--- config.mk ---
export PLATFORM = sky130hd
export DESIGN_NAME = neuron_seq_mac
export DESIGN_NICKNAME = d
export VERILOG_FILES = /design/src/rtl/neuron_pkg.sv /design/src/rtl/neuron_mult.sv /design/src/rtl/neuron_sigmoid_lut.sv /design/src/rtl/neuron_weight_store.sv /design/src/rtl/neuron_seq_mac.sv
export SDC_FILE = /design/constraint.sdc
export NUM_CORES = 2
export LEC_CHECK = 0
export CORE_MARGIN = 5
export CORE_UTILIZATION = 57
export DETAILED_ROUTE_END_ITERATION = 8
export GPL_ROUTABILITY_DRIVEN = 0
export GPL_TIMING_DRIVEN = 1
export PLACE_DENSITY_LB_ADDON = 0.12
export SLEW_MARGIN = 20
export SYNTH_ARGS = -nofsm -noshare
export SYNTH_HDL_FRONTEND = slang
export SYNTH_SLANG_ARGS = --single-unit
export TNS_END_PERCENT = 10
--- constraint.sdc ---
create_clock -name clk -period 29.9 [get_ports clk]
set_input_delay 2.99 -clock clk [delete_from_list [all_inputs] [get_ports clk]]
set_output_delay 2.99 -clock clk [all_outputs]
set_load 0.02 [all_outputs]
--- src/rtl/neuron_pkg.sv ---
// Shared widths, FSM encoding and sign-magnitude / saturating-add helpers for the neuron.
package neuron_pkg;

    localparam int unsigned SAMPLE_W = 16;
    localparam int unsigned WEIGHT_W = 16;
    localparam int unsigned MAG_W    = WEIGHT_W - 1;
    localparam int unsigned PROD_W   = MAG_W + SAMPLE_W;
    localparam int unsigned ACC_W    = 22;
    localparam int unsigned OUT_W    = 16;

    typedef enum logic [2:0] {
        IDLE  = 3'd0,
        ACCUM = 3'd1,
        DIFF  = 3'd2,
        LUT   = 3'd3,
        DONE  = 3'd4
    } state_t;

    // |P-N| with its sign, handed from the difference stage to the LUT stage
    typedef struct packed {
        logic             sign;
        logic [ACC_W-1:0] mag;
    } diff_t;

    function automatic logic w_sign(input logic [WEIGHT_W-1:0] w);
        return w[WEIGHT_W-1];
    endfunction

    function automatic logic [MAG_W-1:0] w_mag(input logic [WEIGHT_W-1:0] w);
        return w[MAG_W-1:0];
    endfunction

    // Add with clamp at all-ones; once at the clamp the sum stays there
    function automatic logic [ACC_W-1:0] sat_add(input logic [ACC_W-1:0] acc,
                                                 input logic [SAMPLE_W-1:0] prod);
        logic [ACC_W:0] sum;
        sum = {1'b0, acc} + (ACC_W + 1)'(prod);
        if (sum[ACC_W] || (acc == {ACC_W{1'b1}})) begin
            return {ACC_W{1'b1}};
        end
        return sum[ACC_W-1:0];
    endfunction

endpackage

--- src/rtl/neuron_mult.sv ---
// Shared unsigned multiplier: weight magnitude times sample, full-width product.
module neuron_mult #(
    parameter int unsigned A_W = 15,
    parameter int unsigned B_W = 16
) (
    input  logic [A_W-1:0]     a,
    input  logic [B_W-1:0]     b,
    output logic [A_W+B_W-1:0] prod_c
);

    assign prod_c = (A_W + B_W)'(a) * (A_W + B_W)'(b);

endmodule

--- src/rtl/neuron_sigmoid_lut.sv ---
// Sigmoid approximation: 0.5 plus/minus (suma/16), clamped just inside [0,1).
module neuron_sigmoid_lut
    import neuron_pkg::*;
(
    input  logic [ACC_W-1:0] suma,
    input  logic             sign,
    output logic [OUT_W-1:0] prob_c
);

    localparam int unsigned HALF = 1 << (OUT_W - 1);

    logic [ACC_W-1:0] scaled;
    logic [OUT_W-2:0] delta;

    // Scale the difference, clamp to half range, then offset around 0.5
    always_comb begin
        scaled = suma >> 4;
        delta  = (scaled > ACC_W'(HALF - 1)) ? {(OUT_W - 1){1'b1}} : (OUT_W - 1)'(scaled);
        prob_c = sign ? (OUT_W'(HALF) - OUT_W'(delta)) : (OUT_W'(HALF) + OUT_W'(delta));
    end

endmodule

--- src/rtl/neuron_weight_store.sv ---
// Register file of sign-magnitude weights: async clear, one write port, one combinational read port.
module neuron_weight_store
    import neuron_pkg::*;
#(
    parameter int unsigned N_INPUTS = 60,
    parameter int unsigned ADDR_W   = 6
) (
    input  logic                clk,
    input  logic                rst_n,
    input  logic                we,
    input  logic [ADDR_W-1:0]   waddr,
    input  logic [WEIGHT_W-1:0] wdata,
    input  logic [ADDR_W-1:0]   raddr,
    output logic [WEIGHT_W-1:0] rdata_c
);

    logic [WEIGHT_W-1:0] mem [N_INPUTS];

    // Weight storage; reset clears every entry
    always_ff @(posedge clk or negedge rst_n) begin
        if (!rst_n) begin
            for (int i = 0; i < int'(N_INPUTS); i++) begin
                mem[i] <= '0;
            end
        end else if (we) begin
            mem[waddr] <= wdata;
        end
    end

    assign rdata_c = mem[raddr];

endmodule

--- src/rtl/neuron_seq_mac.sv ---
// Time-multiplexed neuron: one sample per beat through a shared multiplier, split P/N sums, sigmoid output.
module neuron_seq_mac
    import neuron_pkg::*;
#(
    parameter  int unsigned N_INPUTS = 60,
    localparam int unsigned ADDR_W   = (N_INPUTS > 1) ? $clog2(N_INPUTS) : 1
) (
    input  logic                clk,
    input  logic                rst_n,
    input  logic                w_we,
    input  logic [ADDR_W-1:0]   w_addr,
    input  logic [WEIGHT_W-1:0] w_data,
    input  logic                start,
    output logic                busy,
    input  logic                in_valid,
    output logic                in_ready,
    input  logic [SAMPLE_W-1:0] in_data,
    output logic                out_valid,
    input  logic                out_ready,
    output logic [OUT_W-1:0]    out_data,
    output logic                out_sign
);

    state_t              state, state_nx;
    logic [ADDR_W-1:0]   cnt;
    logic [ACC_W-1:0]    acc_p, acc_n;
    diff_t               diff_q;
    logic                beat_c, last_beat_c, clr_acc_c, wr_en_c;
    logic [WEIGHT_W-1:0] weight_c;
    logic [PROD_W-1:0]   prod_full_c;
    logic [SAMPLE_W-1:0] prod_c;
    logic [OUT_W-1:0]    prob_c;

    assign beat_c      = in_valid && in_ready;
    assign last_beat_c = (cnt == ADDR_W'(N_INPUTS - 1));
    assign prod_c      = SAMPLE_W'(prod_full_c >> MAG_W);

    neuron_weight_store #(
        .N_INPUTS (N_INPUTS),
        .ADDR_W   (ADDR_W)
    ) u_store (
        .clk     (clk),
        .rst_n   (rst_n),
        .we      (wr_en_c),
        .waddr   (w_addr),
        .wdata   (w_data),
        .raddr   (cnt),
        .rdata_c (weight_c)
    );

    neuron_mult #(
        .A_W (MAG_W),
        .B_W (SAMPLE_W)
    ) u_mult (
        .a      (w_mag(weight_c)),
        .b      (in_data),
        .prod_c (prod_full_c)
    );

    neuron_sigmoid_lut u_lut (
        .suma   (diff_q.mag),
        .sign   (diff_q.sign),
        .prob_c (prob_c)
    );

    // State register
    always_ff @(posedge clk or negedge rst_n) begin
        if (!rst_n) begin
            state <= IDLE;
        end else begin
            state <= state_nx;
        end
    end

    // Next state, accumulator clear and weight-write qualification
    always_comb begin
        state_nx  = state;
        clr_acc_c = 1'b0;
        wr_en_c   = 1'b0;
        unique case (state)
            IDLE: begin
                wr_en_c = w_we && (32'(w_addr) < N_INPUTS);
                if (start) begin
                    state_nx  = ACCUM;
                    clr_acc_c = 1'b1;
                end
            end
            ACCUM:   if (beat_c && last_beat_c) state_nx = DIFF;
            DIFF:    state_nx = LUT;
            LUT:     state_nx = DONE;
            DONE:    if (out_ready) state_nx = IDLE;
            default: state_nx = IDLE;
        endcase
    end

    // Datapath: beat counter, P/N sums, difference stage and output registers
    always_ff @(posedge clk or negedge rst_n) begin
        if (!rst_n) begin
            cnt       <= '0;
            acc_p     <= '0;
            acc_n     <= '0;
            diff_q    <= '0;
            busy      <= 1'b0;
            in_ready  <= 1'b0;
            out_valid <= 1'b0;
            out_data  <= '0;
            out_sign  <= 1'b0;
        end else begin
            busy     <= (state_nx != IDLE);
            in_ready <= (state_nx == ACCUM);
            if (clr_acc_c) begin
                cnt   <= '0;
                acc_p <= '0;
                acc_n <= '0;
            end else if (beat_c) begin
                cnt <= cnt + ADDR_W'(1);
                if (w_sign(weight_c)) begin
                    acc_n <= sat_add(acc_n, prod_c);
                end else begin
                    acc_p <= sat_add(acc_p, prod_c);
                end
            end
            if (state == DIFF) begin
                diff_q.sign <= !(acc_p > acc_n);
                diff_q.mag  <= (acc_p > acc_n) ? (acc_p - acc_n) : (acc_n - acc_p);
            end
            if (state == LUT) begin
                out_data  <= prob_c;
                out_sign  <= diff_q.sign;
                out_valid <= 1'b1;
            end else if ((state == DONE) && out_ready) begin
                out_valid <= 1'b0;
            end
        end
    end

endmodule

==> impl_summary.log <==
INFO  metric outcome = complete, no violations
INFO  metric detailedRoute.firstIterationViolations = 2686
INFO  metric power.density = 67.26 nW/um^2
INFO  metric postRouteAntennaNets = 0
INFO  metric rsz0062_at_grt = no
INFO  metric grt_pass1_vias = 37790
INFO  metric total_switching_power = 0.001479 W
INFO  metric fp.dieH = 331.2 um
INFO  metric numPortBuffers = 63
INFO  metric synth-xor-area-share = 0.9534%
INFO  metric num-nets-final = 4778
INFO  metric htree_num_levels = 3
INFO  metric critPathMaxStageDelay = 0.82 ns
INFO  metric report.final.slew_viol_count = 0
INFO  metric synth.yosys.seq_area_share = 44.78%
INFO  metric remaining_drc_errors = 0
INFO  metric worst-endpoint-required = 30.44 ns
INFO  metric synthCells = 4437
INFO  metric wl = 148700 um
INFO  metric netlist.area_leader.share = 44.78%
INFO  metric layout.area.seq = 26340 sq um
INFO  metric netlist.top_cell.by_area = sky130_fd_sc_hd__dfrtp_1
INFO  metric ys_ff_latch = 1052
INFO  metric cts_root_buffer = sky130_fd_sc_hd__clkbuf_16
INFO  metric total_internal_power = 0.002847 W
INFO  metric maxCapViolations = 0
INFO  metric totalNegativeSetupSlack = 0 ns
INFO  metric syn_nets = 4835
INFO  metric seq_power_share = 36.1%
INFO  metric synthArstFlopShare = 100.0%
INFO  metric synth.distinct_cells = 81
INFO  metric combinational_family_with_the_most_area_after_synthesis = multiplexers
INFO  metric timing.final.setup_violations = 0
INFO  metric power.share.clock = 33.3%
INFO  metric post_cts_buffers = 0
INFO  metric routed_via_density = 6.157
INFO  metric power.share.combinational = 30.6%
INFO  metric worst-setup-path-type = reg2reg
INFO  metric design.die.area = 109700 sq um
INFO  metric ys_dominant_reg_cell = sky130_fd_sc_hd__dfrtp_1
INFO  metric area_of_the_mapped_netlist = 58790 sq um
INFO  metric drt_pass1_iterations = 5
INFO  metric arrival = 14.32 ns
INFO  metric initial_antenna_violation_count = 11
INFO  metric switching_share = 34.18%
INFO  metric hold_viol = 0
INFO  metric cts_resized = 0
INFO  metric grt_use_total = 27.71%
INFO  metric synth_area_leaders = sky130_fd_sc_hd__dfrtp_1 (45%), sky130_fd_sc_hd__mux2_2 (18%), sky130_fd_sc_hd__mux4_2 (11%)
INFO  metric cts_buffers = 109
INFO  metric post_place_instance_area = 60420 sq um
INFO  metric detailedPlacementHpwl = 95400 um
INFO  metric wl_per_cell = 25.43 um
INFO  metric synth-adder-area-share = 9.845%
INFO  metric vias = 36010
INFO  metric synth_area_per_cell = 13.25 sq um
INFO  metric max_vdd_drop = 72.19 uV
INFO  metric ys.warnings.count = 0
INFO  metric clk-insertion-delay-late = 0.71 ns
INFO  metric synthMostInstantiatedCell = sky130_fd_sc_hd__dfrtp_1
INFO  metric muxShareOfSynthArea = 30.21%
INFO  metric wire_length_of_the_first_global_routing_pass = 231800 um
INFO  metric layout.filler_cells = 8008
INFO  metric cts.clk_slew.worst_paths = 0.06 ns
INFO  metric maximum_number_of_pins_on_one_net_before_global_route_repair = 158
INFO  metric yosys-top-cells-count = sky130_fd_sc_hd__dfrtp_1 (1052), sky130_fd_sc_hd__mux2_2 (965), sky130_fd_sc_hd__mux4_2 (285)
INFO  metric coreArea = 102200 sq um
INFO  metric post_route_cells_drive_above_1_share = 36.04%
INFO  metric worst_hold_path_type = reg2reg
INFO  metric cp_slowest_cell = sky130_fd_sc_hd__buf_4
INFO  metric globalRouteOverflowTotal = 0
INFO  metric std_cell_rows = 117
INFO  metric synth_simple_gate_area_share = 5.484%
INFO  metric fin_skew = 0.03196 ns
INFO  metric syn2layout_area_growth = 9.377%
INFO  metric cp-start-kind = flip-flop
INFO  metric synth_compound_area_share = 4.493%
INFO  metric finish.instance_area = 64310 sq um
INFO  metric max_freq = 72.62 MHz
INFO  metric cts_buffer_depth = 3
INFO  metric clock_sinks = 1052
INFO  metric initial_core_util = 57.54%
INFO  metric synth-edff-count = 0
INFO  metric tritoncts = done
INFO  metric kind_of_capture_point_of_the_worst_setup_path = flip-flop
INFO  metric tightestPinTransition = 1.259 ns
INFO  metric highest_fanout_seen_on_the_critical_path = 54
INFO  metric pin_count = 64
INFO  metric final_period_util = 46.06%
INFO  metric fp.dieW = 331.2 um
INFO  metric critical-path-top-cell-by-count = sky130_fd_sc_hd__fa_1
INFO  metric total_leakage_power = 31.24 nW
INFO  metric cts_hold_repair.buffers = 0
INFO  metric period_minus_slack = 13.77 ns
INFO  metric reg2reg_slack = 16.13 ns
INFO  metric multi_input_area = 30120 sq um
INFO  metric slew_headroom = 15.87%
[flip-flops by register name, indices dropped and copies added (netlist names)]
register,count
acc_p,22
out_valid,1
acc_n,22
busy,1
cnt,6
out_data,16
diff_q,19
out_sign,1
u_store.mem,960
state,3
in_ready,1
[kinds of logic (layout without fill, tap and decap cells)]
family / Yosys count / after routing
buffers and inverters: 594 / 627
AOI/OAI and AO/OA: 414 / 414
xor gates and xnor gates: 64 / 64
muxes: 1297 / 1297
other: 0 / 10
and+or+nand+nor: 662 / 662
adders and majority gates: 354 / 354
DFF: 1052 / 1052
[layout by cell type (no fill, tap or decap), types with 44 or more instances in the layout]
master	netlist	routed
sky130_fd_sc_hd__dfrtp_1	1052	1048
sky130_fd_sc_hd__mux2_2	965	965
sky130_fd_sc_hd__mux4_2	285	285
sky130_fd_sc_hd__inv_1	276	276
sky130_fd_sc_hd__nand2_1	219	219
sky130_fd_sc_hd__fa_1	181	181
sky130_fd_sc_hd__ha_1	173	173
sky130_fd_sc_hd__and2_1	128	127
sky130_fd_sc_hd__a21oi_1	113	113
sky130_fd_sc_hd__clkbuf_16	0	110
sky130_fd_sc_hd__o21ai_0	97	96
sky130_fd_sc_hd__nor2_1	140	91
sky130_fd_sc_hd__buf_4	7	91
sky130_fd_sc_hd__nor2_2	0	47
sky130_fd_sc_hd__mux2i_1	46	46
sky130_fd_sc_hd__clkdlybuf4s50_1	0	46
sky130_fd_sc_hd__a21o_1	44	44
[layout make-up]
class	count	area share, %
antenna	10	0.03891
clock buffer	153	4.843
clock inverter	48	1.084
inverter	276	1.611
multi-input combinational	2791	46.84
sequential	1052	40.96
tap	1368	2.662
timing repair buffer	150	1.965
[worst max-delay path, delay by kind of cell (launching register included)]
| kind | cells | cell delay, ns |
|---|---|---|
| compound gates | 13 | 3.91 |
| xor+xnor | 1 | 0.17 |
| fa+ha+maj | 8 | 3.55 |
| buf+inv | 7 | 2.55 |
| flops | 1 | 0.77 |
| mux | 3 | 1.68 |
| simple gates | 4 | 0.84 |
[power by group through the flow]
stage          Clock, W  Sequential [W]  Combinational (W)
3_3_place_gp          0         0.00159            0.00131
3_5_place_dp          0         0.00159            0.00133
2_1_floorplan         0         0.00151            0.00105
5_1_grt         0.00152         0.00157            0.00146
4_1_cts         0.00146         0.00156            0.00133
6_report        0.00144         0.00156            0.00132
[final timing paths]
path	from	end	cells past startpoint
worst max-delay path	cnt[1]	acc_p[21]	36
worst min-delay path	out_data[11]	out_data[11]	2
worst max register to register	cnt[1]	acc_p[21]	36
worst min register to register	out_data[11]	out_data[11]	2
max in group asynchronous	rst_n	u_store.mem[486]	4
min in group asynchronous	rst_n	out_data[10]	1
[routing by layer]
metal	vias to the layer above	share of wire, %	global-route usage (%)
met4	0	2.7	7.655
met3	193	4.6	3.957
met2	815	49	45.84
li1	15680	-	-
met5	-	0	0
met1	19320	44	39.05
[through the flow]
stage	utilization (%)	setup slack, ns	cells	power (W)	hold slack [ns]
floorplan	-	19.26	4437	0.002562	0.4418
global placement	59.12	16.37	5636	0.002902	0.4584
detailed placement	59.13	16.20	5636	0.002916	0.4691
CTS	62.86	16.14	5837	0.004356	0.4832
global route	62.91	15.30	5839	0.004543	0.5061
finish	62.93	16.13	5848	0.004325	0.4790
Note: power is estimated with default switching activity, not from simulation.
